===== src/rtl/csr_file_pkg.sv =====
// CSR addresses, field positions, exception codes and write masks
// shared by the CSR file and the write-back stage.
package csr_file_pkg;

  localparam logic [13:0] CSR_CRMD   = 14'h00;
  localparam logic [13:0] CSR_PRMD   = 14'h01;
  localparam logic [13:0] CSR_ECFG   = 14'h04;
  localparam logic [13:0] CSR_ESTAT  = 14'h05;
  localparam logic [13:0] CSR_ERA    = 14'h06;
  localparam logic [13:0] CSR_EENTRY = 14'h0C;
  localparam logic [13:0] CSR_SAVE0  = 14'h30;
  localparam logic [13:0] CSR_SAVE1  = 14'h31;
  localparam logic [13:0] CSR_SAVE2  = 14'h32;
  localparam logic [13:0] CSR_SAVE3  = 14'h33;
  localparam logic [13:0] CSR_TID    = 14'h40;
  localparam logic [13:0] CSR_TCFG   = 14'h41;
  localparam logic [13:0] CSR_TVAL   = 14'h42;
  localparam logic [13:0] CSR_TICLR  = 14'h44;

  localparam int CRMD_PLV  = 0;
  localparam int CRMD_IE   = 2;
  localparam int CRMD_DA   = 3;
  localparam int PRMD_PPLV = 0;
  localparam int PRMD_PIE  = 2;
  localparam int ESTAT_ECODE = 16;
  localparam int ESTAT_ESUB  = 22;
  localparam int IS_TI     = 11;
  localparam int IS_IPI    = 12;
  localparam int TCFG_EN   = 0;
  localparam int TCFG_PER  = 1;

  localparam logic [5:0] ECODE_INT = 6'h00;
  localparam logic [5:0] ECODE_ADE = 6'h08;
  localparam logic [5:0] ECODE_ALE = 6'h09;
  localparam logic [5:0] ECODE_SYS = 6'h0B;
  localparam logic [5:0] ECODE_BRK = 6'h0C;
  localparam logic [5:0] ECODE_INE = 6'h0D;

  localparam logic [31:0] CRMD_WMASK   = 32'h0000_000F;
  localparam logic [31:0] PRMD_WMASK   = 32'h0000_0007;
  localparam logic [31:0] ECFG_WMASK   = 32'h0000_1BFF;
  localparam logic [31:0] ESTAT_WMASK  = 32'h0000_0003;
  localparam logic [31:0] EENTRY_WMASK = 32'hFFFF_FFC0;

  typedef struct packed {
    logic       da;
    logic       ie;
    logic [1:0] plv;
  } crmd_t;

  typedef struct packed {
    logic       pie;
    logic [1:0] pplv;
  } prmd_t;

  function automatic logic [31:0] wmerge(
    input logic [31:0] old,
    input logic [31:0] wv,
    input logic [31:0] wm
  );
    return (wv & wm) | (old & ~wm);
  endfunction

endpackage


===== src/rtl/csr_file_timer.sv =====
// Countdown timer: holds TVAL, reloads on TCFG writes or periodic
// expiry, and flags the cycle in which it expires.
module csr_timer (
  input  logic        clk,
  input  logic        reset,
  input  logic        load,
  input  logic [29:0] load_init,
  input  logic        en,
  input  logic        periodic,
  input  logic [29:0] init,
  output logic [31:0] tval,
  output logic        tick
);

  assign tick = en && (tval == 32'd1);

  always_ff @(posedge clk) begin
    if (reset) begin
      tval <= '0;
    end else if (load) begin
      tval <= {load_init, 2'b00};
    end else if (tick) begin
      tval <= periodic ? {init, 2'b00} : '0;
    end else if (en && tval != '0) begin
      tval <= tval - 32'd1;
    end
  end

endmodule


===== src/rtl/csr_file.sv =====
// Control and status register file: privilege state, exception
// bookkeeping, interrupt status and the local timer.
module csr_file
  import csr_file_pkg::*;
(
  input  logic        clk,
  input  logic        reset,
  input  logic        csr_re,
  input  logic [13:0] csr_num,
  output logic [31:0] csr_rvalue,
  input  logic        csr_we,
  input  logic [31:0] csr_wmask,
  input  logic [31:0] csr_wvalue,
  input  logic        wb_ex,
  input  logic [5:0]  wb_ecode,
  input  logic [8:0]  wb_esubcode,
  input  logic        eret_flush,
  input  logic [31:0] wb_pc,
  input  logic [7:0]  hw_int_in,
  input  logic        ipi_int_in,
  output logic [31:0] ex_entry,
  output logic [31:0] era_pc,
  output logic        has_int
);

  crmd_t       crmd;
  prmd_t       prmd;
  logic [12:0] ecfg;
  logic [12:0] est_is;
  logic [5:0]  ecode;
  logic [8:0]  esub;
  logic [31:0] era;
  logic [25:0] eentry;
  logic [31:0] save0, save1, save2, save3;
  logic [31:0] tid;
  logic [31:0] tcfg;
  logic [31:0] tval;
  logic        tick;

  logic [31:0] wbits;
  logic [31:0] wdata;
  logic        unused_re;

  assign unused_re = csr_re;

  // Read mux also yields the writable-bit mask of the addressed CSR
  always_comb begin
    csr_rvalue = '0;
    wbits      = '0;
    case (csr_num)
      CSR_CRMD: begin
        csr_rvalue = {28'b0, crmd};
        wbits      = CRMD_WMASK;
      end
      CSR_PRMD: begin
        csr_rvalue = {29'b0, prmd};
        wbits      = PRMD_WMASK;
      end
      CSR_ECFG: begin
        csr_rvalue = {19'b0, ecfg};
        wbits      = ECFG_WMASK;
      end
      CSR_ESTAT: begin
        csr_rvalue = {1'b0, esub, ecode, 3'b0, est_is};
        wbits      = ESTAT_WMASK;
      end
      CSR_ERA: begin
        csr_rvalue = era;
        wbits      = '1;
      end
      CSR_EENTRY: begin
        csr_rvalue = {eentry, 6'b0};
        wbits      = EENTRY_WMASK;
      end
      CSR_SAVE0: begin
        csr_rvalue = save0;
        wbits      = '1;
      end
      CSR_SAVE1: begin
        csr_rvalue = save1;
        wbits      = '1;
      end
      CSR_SAVE2: begin
        csr_rvalue = save2;
        wbits      = '1;
      end
      CSR_SAVE3: begin
        csr_rvalue = save3;
        wbits      = '1;
      end
      CSR_TID: begin
        csr_rvalue = tid;
        wbits      = '1;
      end
      CSR_TCFG: begin
        csr_rvalue = tcfg;
        wbits      = '1;
      end
      CSR_TVAL: begin
        csr_rvalue = tval;
      end
      default: begin
        csr_rvalue = '0;
      end
    endcase
  end

  assign wdata = wmerge(csr_rvalue, csr_wvalue, csr_wmask & wbits);

  logic wr_crmd, wr_prmd, wr_ecfg, wr_estat;
  logic wr_era, wr_eentry, wr_tid, wr_tcfg;
  logic wr_save0, wr_save1, wr_save2, wr_save3;
  logic ticlr_clr;

  assign wr_crmd   = csr_we && csr_num == CSR_CRMD;
  assign wr_prmd   = csr_we && csr_num == CSR_PRMD;
  assign wr_ecfg   = csr_we && csr_num == CSR_ECFG;
  assign wr_estat  = csr_we && csr_num == CSR_ESTAT;
  assign wr_era    = csr_we && csr_num == CSR_ERA;
  assign wr_eentry = csr_we && csr_num == CSR_EENTRY;
  assign wr_save0  = csr_we && csr_num == CSR_SAVE0;
  assign wr_save1  = csr_we && csr_num == CSR_SAVE1;
  assign wr_save2  = csr_we && csr_num == CSR_SAVE2;
  assign wr_save3  = csr_we && csr_num == CSR_SAVE3;
  assign wr_tid    = csr_we && csr_num == CSR_TID;
  assign wr_tcfg   = csr_we && csr_num == CSR_TCFG;
  assign ticlr_clr = csr_we && csr_num == CSR_TICLR
                  && csr_wvalue[0] && csr_wmask[0];

  // Later assignments override: exception beats ertn beats a CSR write
  always_ff @(posedge clk) begin
    if (reset) begin
      crmd <= '{da: 1'b1, ie: 1'b0, plv: 2'b00};
    end else begin
      if (wr_crmd) crmd <= crmd_t'(wdata[3:0]);
      if (wb_ex) begin
        crmd.plv <= 2'b00;
        crmd.ie  <= 1'b0;
      end else if (eret_flush) begin
        crmd.plv <= prmd.pplv;
        crmd.ie  <= prmd.pie;
      end
    end
  end

  always_ff @(posedge clk) begin
    if (reset) begin
      prmd <= '0;
    end else if (wb_ex) begin
      prmd.pplv <= crmd.plv;
      prmd.pie  <= crmd.ie;
    end else if (wr_prmd) begin
      prmd <= prmd_t'(wdata[2:0]);
    end
  end

  always_ff @(posedge clk) begin
    if (reset) begin
      ecfg <= '0;
    end else if (wr_ecfg) begin
      ecfg <= wdata[12:0];
    end
  end

  always_ff @(posedge clk) begin
    if (reset) begin
      est_is <= '0;
      ecode  <= '0;
      esub   <= '0;
    end else begin
      if (wr_estat) est_is[1:0] <= wdata[1:0];
      est_is[9:2]   <= hw_int_in;
      est_is[10]    <= 1'b0;
      est_is[IS_IPI] <= ipi_int_in;
      if (tick) est_is[IS_TI] <= 1'b1;
      else if (ticlr_clr) est_is[IS_TI] <= 1'b0;
      if (wb_ex) begin
        ecode <= wb_ecode;
        esub  <= wb_esubcode;
      end
    end
  end

  always_ff @(posedge clk) begin
    if (reset) begin
      era    <= '0;
      eentry <= '0;
      tid    <= '0;
      tcfg   <= '0;
    end else begin
      if (wb_ex) era <= wb_pc;
      else if (wr_era) era <= wdata;
      if (wr_eentry) eentry <= wdata[31:6];
      if (wr_tid) tid <= wdata;
      if (wr_tcfg) tcfg <= wdata;
    end
  end

  always_ff @(posedge clk) begin
    if (reset) begin
      save0 <= '0;
      save1 <= '0;
      save2 <= '0;
      save3 <= '0;
    end else begin
      if (wr_save0) save0 <= wdata;
      if (wr_save1) save1 <= wdata;
      if (wr_save2) save2 <= wdata;
      if (wr_save3) save3 <= wdata;
    end
  end

  csr_timer u_timer (
    .clk       (clk),
    .reset     (reset),
    .load      (wr_tcfg),
    .load_init (wdata[31:2]),
    .en        (tcfg[TCFG_EN]),
    .periodic  (tcfg[TCFG_PER]),
    .init      (tcfg[31:2]),
    .tval      (tval),
    .tick      (tick)
  );

  assign ex_entry = {eentry, 6'b0};
  assign era_pc   = era;
  assign has_int  = crmd.ie && |(est_is & ecfg);

endmodule


===== config.mk =====
export PLATFORM = sky130hd
export DESIGN_NAME = csr_file
export DESIGN_NICKNAME = d
export VERILOG_FILES = /design/src/rtl/csr_file_pkg.sv /design/src/rtl/csr_file_timer.sv /design/src/rtl/csr_file.sv
export SDC_FILE = /design/constraint.sdc
export NUM_CORES = 1
export LEC_CHECK = 0
export BUFFER_PORTS_ARGS = -buffer_cell sky130_fd_sc_hd__buf_4
export CAP_MARGIN = 25
export CORE_UTILIZATION = 40
export DETAILED_ROUTE_END_ITERATION = 7
export SLEW_MARGIN = 20
export SYNTH_ARGS = -nofsm -noshare
export SYNTH_HDL_FRONTEND = slang
export SYNTH_SLANG_ARGS = --single-unit

===== constraint.sdc =====
create_clock -name clk -period 7 [get_ports clk]
set_input_delay 0.7 -clock clk [delete_from_list [all_inputs] [get_ports clk]]
set_output_delay 0.7 -clock clk [all_outputs]
set_load 0.02 [all_outputs]

==> metrics.cfg, run 1 <==
[synthesis]
synth_mux_area_frac=0.0400
syn_area_um2=17600
syn_avg_cell_area_um2=8.01
async_reset_ff_frac=0
synth_top_family_by_area=compound AO/OA/AOI/OAI gates
ys.flop_type=dfxtp_1
synth_edf_count=0
ys_seq_area_frac=0.375
yosys.area_share.adder=0.00214
synth_xor_area_frac=0.00199
netlist_instances=2193
synth-simple-area-share=0.252
synth_compound_area_frac=0.275
yosys_register_bits=329
yosys_warnings=0
yosysUniqueCellTypes=100

[floorplan]
fp.dieW_um=212
rows=76
design.core.area_um2=43200
initial_core_util=0.407
io_pins=237
die-area_um2=44800
die_y_um=212

[cts]
cts_setup_buffers=0
clock_sinks=329
clk_pin_slew_ps=60
cts_buffer_depth=3
clk_latency_ps=570
cts_buffers=37
cts_hold_buf=0
clockRootBuffer=clkbuf_16
htreeDepth=2
cts_resized=0
cts_tree=built

[sta]
fmax_mhz=207
setup_ws_ps=2170
setup_tns_ps=0
slew_violations=0
finalHoldViolCount=0
finalCritPeriodShare=0.690
worst_slew_pin_slew_ps=1200
fin_hold_ws_ps=342
slew_headroom=0.200
skew_ps=23.9
rsz0062_at_grt=false
post-route-min-period_ps=4830
finalSetupViolations=0

[min_path]
hp-class=primary input to register
min_from=hw_int_in[1]
holdPathStages=2
whs_endpoint=est_is[3]

[critical_path]
slowest_stage=and4_1
crit_path_frequent_cell=buf_4
worstPathCellList=buf_4 > buf_4 > nor4bb_1 > and4_1 > buf_4 > a22oi_1 > nand4_1 > or2_2 > buf_4
critPathLaunch=csr_num[0]
r2r_end=u_timer.tval[25]
r2r_start=u_timer.tval[7]
worstPathArrival_ps=4130
worstPathMaxFanout=37
end_kind=output port
path_class=primary input to output port
worstRegToRegCells=7
slowest_delay_ps=800
worstSetupStartpointType=primary input
reg2reg_setup_slack_ps=3150
required_ps=6300

[detailed_routing]
wl_per_cell_um=30.2
routed_wl_um=89400
ant_nets=0
dr.first_iter.drc_count=3056
avgViaCountPerCell=6.74
dr_total_vias=19950
drc=0
firstDrtPassIters=8

[power_and_ir_drop]
leakage_uw=0.00754
p_per_area_nw_per_um2=201
peakVddDrop_mv=0.132

[status]
status=finished, final reports clean

[global_routing]
track_usage=0.392
grt_pass1_vias=18421
grt_pass1_wl_um=127000
grt-ovfl-total=0
antenna_found_initial=3
grt_max_degree=155

[placed_design]
io_buffer_count=229
dpl_cell_area_um2=19800
place_ws_ps=2320
dp_hpwl_um=61400
gp_congestion=0.989
dp.cells=2890

[layout]
final_area_um2=21000
final_nets=2491
final_layout_size_suffix_gt1_frac=0.183
area_delta_synth_final_pct=19.6
stdcell_count=2960

[run]
drv_cap=0

==> synthesized netlist by cell type, drive strengths merged (25+ instances only) <==
library cell	n	area (µm²)
a211oi	35	263
a21oi	155	776
a222oi	25	250
a22oi	72	541
buf	92	523
clkbuf	89	334
dfxtp	329	6590
inv	25	93.8
mux2i	59	591
nand2	370	1390
nand3	125	631
nand4	42	269
nor2	108	408
nor3	48	275
nor4	37	433
o21ai	199	1000
==> registers in the layout, indices dropped and copies added (netlist names), 9 cells and up <==
| signal | flops |
|---|---|
| save3 | 32 |
| eentry | 26 |
| esub | 9 |
| tid | 32 |
| save1 | 32 |
| save2 | 32 |
| est_is | 12 |
| save0 | 32 |
| u_timer.tval | 32 |
| tcfg | 32 |
| era_pc | 32 |
| ecfg | 13 |
==> worst max path at each step <==
stage,end,slack (ps),cells past startpoint
finish,csr_rvalue[12],2170,9
global route,csr_rvalue[12],2180,9
CTS,csr_rvalue[12],2310,9
detailed placement,csr_rvalue[12],2320,9
global placement,csr_rvalue[12],2350,9
floorplan,csr_rvalue[8],3680,7
==> layout make-up <==
class | instances | area [µm²]
antenna | 1 | 2.50
clock buffer | 58 | 1130
clock inverter | 7 | 63.8
fill | 4284 | 22100
inverter | 26 | 97.6
multi-input combinational | 1662 | 10200
sequential | 329 | 6590
tap | 585 | 732
timing repair buffer | 292 | 2240
==> power by group <==
group | total, µW | internal [µW] | switching, µW
Sequential | 1920 | 1890 | 27.9
Combinational | 323 | 114 | 209
Clock | 1990 | 1140 | 845
Total | 4230 | 3150 | 1080
==> critical path: cells and delay by family <==
family	cells	cell delay (ps)
buffers and inverters	4	1670
AND/OR/NAND/NOR	4	1560
AO/OA/AOI/OAI	1	150
==> through the flow <==
| step | power (µW) | utilization |
|---|---|---|
| floorplan | 2100 | - |
| global placement | 2270 | 0.457 |
| detailed placement | 2280 | 0.458 |
| CTS | 4210 | 0.486 |
| global route | 4310 | 0.487 |
| finish | 4230 | 0.487 |
==> layer usage <==
metal  vias up  wire length, µm  global-route usage
li1       8514                -                   -
met1      9562            34600               0.510
met2      1542            37900               0.586
met3       330            11000              0.0914
met4         2             5850               0.238
met5         -               10                   0
==> placed cells by master (no fill, tap or decap), types with 25 or more instances in the layout <==
| master | Yosys | routed |
|---|---|---|
| a211oi_1 | 35 | 35 |
| a21oi_1 | 155 | 154 |
| a222oi_1 | 25 | 25 |
| a22oi_1 | 72 | 72 |
| buf_4 | 14 | 285 |
| clkbuf_16 | 0 | 39 |
| dfxtp_1 | 329 | 329 |
| inv_1 | 25 | 25 |
| mux2i_1 | 59 | 58 |
| nand2_1 | 368 | 367 |
| nand3_1 | 124 | 124 |
| nand4_1 | 41 | 41 |
| nor2_1 | 107 | 103 |
| nor3_1 | 41 | 38 |
| o21ai_0 | 190 | 190 |
==> cell families (layout without fill, tap and decap cells) <==
logic type / after synthesis / in the layout
simple gates: 867 / 867
compound gates: 714 / 714
other cells: 1 / 7
fa+ha+maj: 3 / 3
buf+inv: 207 / 383
flops: 329 / 329
xor+xnor: 4 / 4
mux: 68 / 68
No activity file was read; power rests on OpenSTA's default activity.
==> inputs of run 2 (changes only) <==
- clock period: 7 -> 3.89 ns (I/O delays scaled with it)
==> run 2 against run 1 <==
Effect of this change: routed wire length up 1.9%; count of clock-buffer cells in the layout down 4; setup slack worse by 1700 ps; worst hold slack worse by 330 ps; critical path depth down 1; largest cell class unchanged.
==> metrics.cfg, run 2 (synthesis results as in run 1) <==
[status]
status=finished, final reports clean

[critical_path]
path_class=primary input to output port
worstPathCellList=buf_4 > or4_1 > buf_4 > nor4_4 > and2_1 > nor3_1 > nand4_1 > buf_4
worstPathArrival_ps=3030
critPathBufInv=3
worstSetupStartpointType=primary input
end_kind=output port
worstPathMaxFanout=24
slowest_delay_ps=920
crit_path_frequent_cell=buf_4
cp_top_family=simple AND/OR/NAND/NOR gates
slowest_stage=or4_1
required_ps=3500

[cts]
cts_resized=0
cts_hold_buf=0
cts_buffers=41
cts_buffer_depth=3
clk_pin_slew_ps=60
clk_latency_ps=590
cts_setup_buffers=0
cts_tree=built
clock_sinks=329
htreeDepth=2
clockRootBuffer=clkbuf_16

[sta]
setup_tns_ps=0
slew_headroom=0.276
finalSetupViolations=0
setup_ws_ps=468
finalCritPeriodShare=0.880
slew_violations=0
fmax_mhz=292
post-route-min-period_ps=3420
worst_slew_pin_slew_ps=1060
rsz0062_at_grt=false
finalHoldViolCount=0
skew_ps=22.9

[detailed_routing]
ant_nets=0
firstDrtPassIters=8
routed_wl_um=91100
avgViaCountPerCell=6.65
dr_total_vias=20397
wl_per_cell_um=29.7
dr.first_iter.drc_count=3123
drc=0

[layout]
layout_common_cells=buf_4 (381), nand2_1 (368), dfxtp_1 (329)
final_nets=2591
final_layout_size_suffix_gt1_frac=0.218
stdcell_count=3067
layout_commonest_cell=buf_4
area_delta_synth_final_pct=25.0
fin_util=0.509

[power_and_ir_drop]
finalPower_uw=8170
leakage_uw=0.00812
p_per_area_nw_per_um2=372
peakVddDrop_mv=0.296

[run]
drv_cap=0

[placed_design]
dp.cells=2989
dp_hpwl_um=65500
place_ws_ps=556
io_buffer_count=229
gp_congestion=1.03

[global_routing]
grt_pass1_vias=18938
antenna_found_initial=1
grt_max_degree=65
grt_pass1_wl_um=130000
track_usage=0.400
grt-ovfl-total=0

[floorplan]
fp.dieW_um=212
die_y_um=212
die-area_um2=44800
rows=76
design.core.area_um2=43200
io_pins=237
initial_core_util=0.407

[min_path]
hp-class=primary input to register

run 2: cell types whose count changed in the layout (fill, tap and decap cells not counted), sizes merged:
cell,delta
clkbuf,-4
clkinv,+6
diode,+1
buf,+96
clkinvlp,+3
bufinv,+5
run 2: layout make-up:
class                           count  area (µm²)
Multi-Input combinational cell   1662       10100
Fill cell                        4181       21200
Antenna cell                        2        5.00
Tap cell                          585         732
Timing Repair Buffer              388        2990
Inverter                           26        97.6
Sequential cell                   329        6590
Clock inverter                     21         289
Clock buffer                       54        1140
run 2: per-stage QoR:
| stage | area, µm² | hold WS [ps] |
|---|---|---|
| final | 22000 | 15.0 |
| after global routing | 22000 | 33.9 |
| after CTS | 22000 | 6.64 |
| after detailed placement | 20500 | 423 |
| after global placement | 20500 | 422 |
| after floorplan | 17600 | 408 |
run 2: worst paths after layout:
check / startpoint / endpoint / slack, ps / cells after the start
worst max-delay path: csr_num[1] / csr_rvalue[27] / 470 / 8
worst min-delay path: hw_int_in[4] / est_is[6] / 20 / 2
worst max register to register: u_timer.tval[0] / u_timer.tval[30] / 700 / 9
worst min register to register: tid[2] / tid[2] / 430 / 2
run 2: power by group:
part / internal, µW / switching (µW)
sequential: 3410 / 53.2
clock: 2480 / 1630
combinational: 219 / 375
total: 6110 / 2060
run 2: worst reg2reg max path, stage by stage, from the launching register on:
cell     delay [ps]
dfxtp_1         440
inv_1           180
ha_1            260
or3b_2          550
nor2_1          440
nand3_1         260
or4_1           440
a21oi_1         230
a31o_2          190
a21oi_1          40
run 2: metal layers:
layer	track usage	part of all wire	vias up	routed length, µm
met5	0	0	-	0
met3	0.0773	0.12	372	11100
met1	0.524	0.38	9690	34900
met2	0.603	0.42	1597	38700
li1	-	-	8738	-
met4	0.252	0.070	0	6420
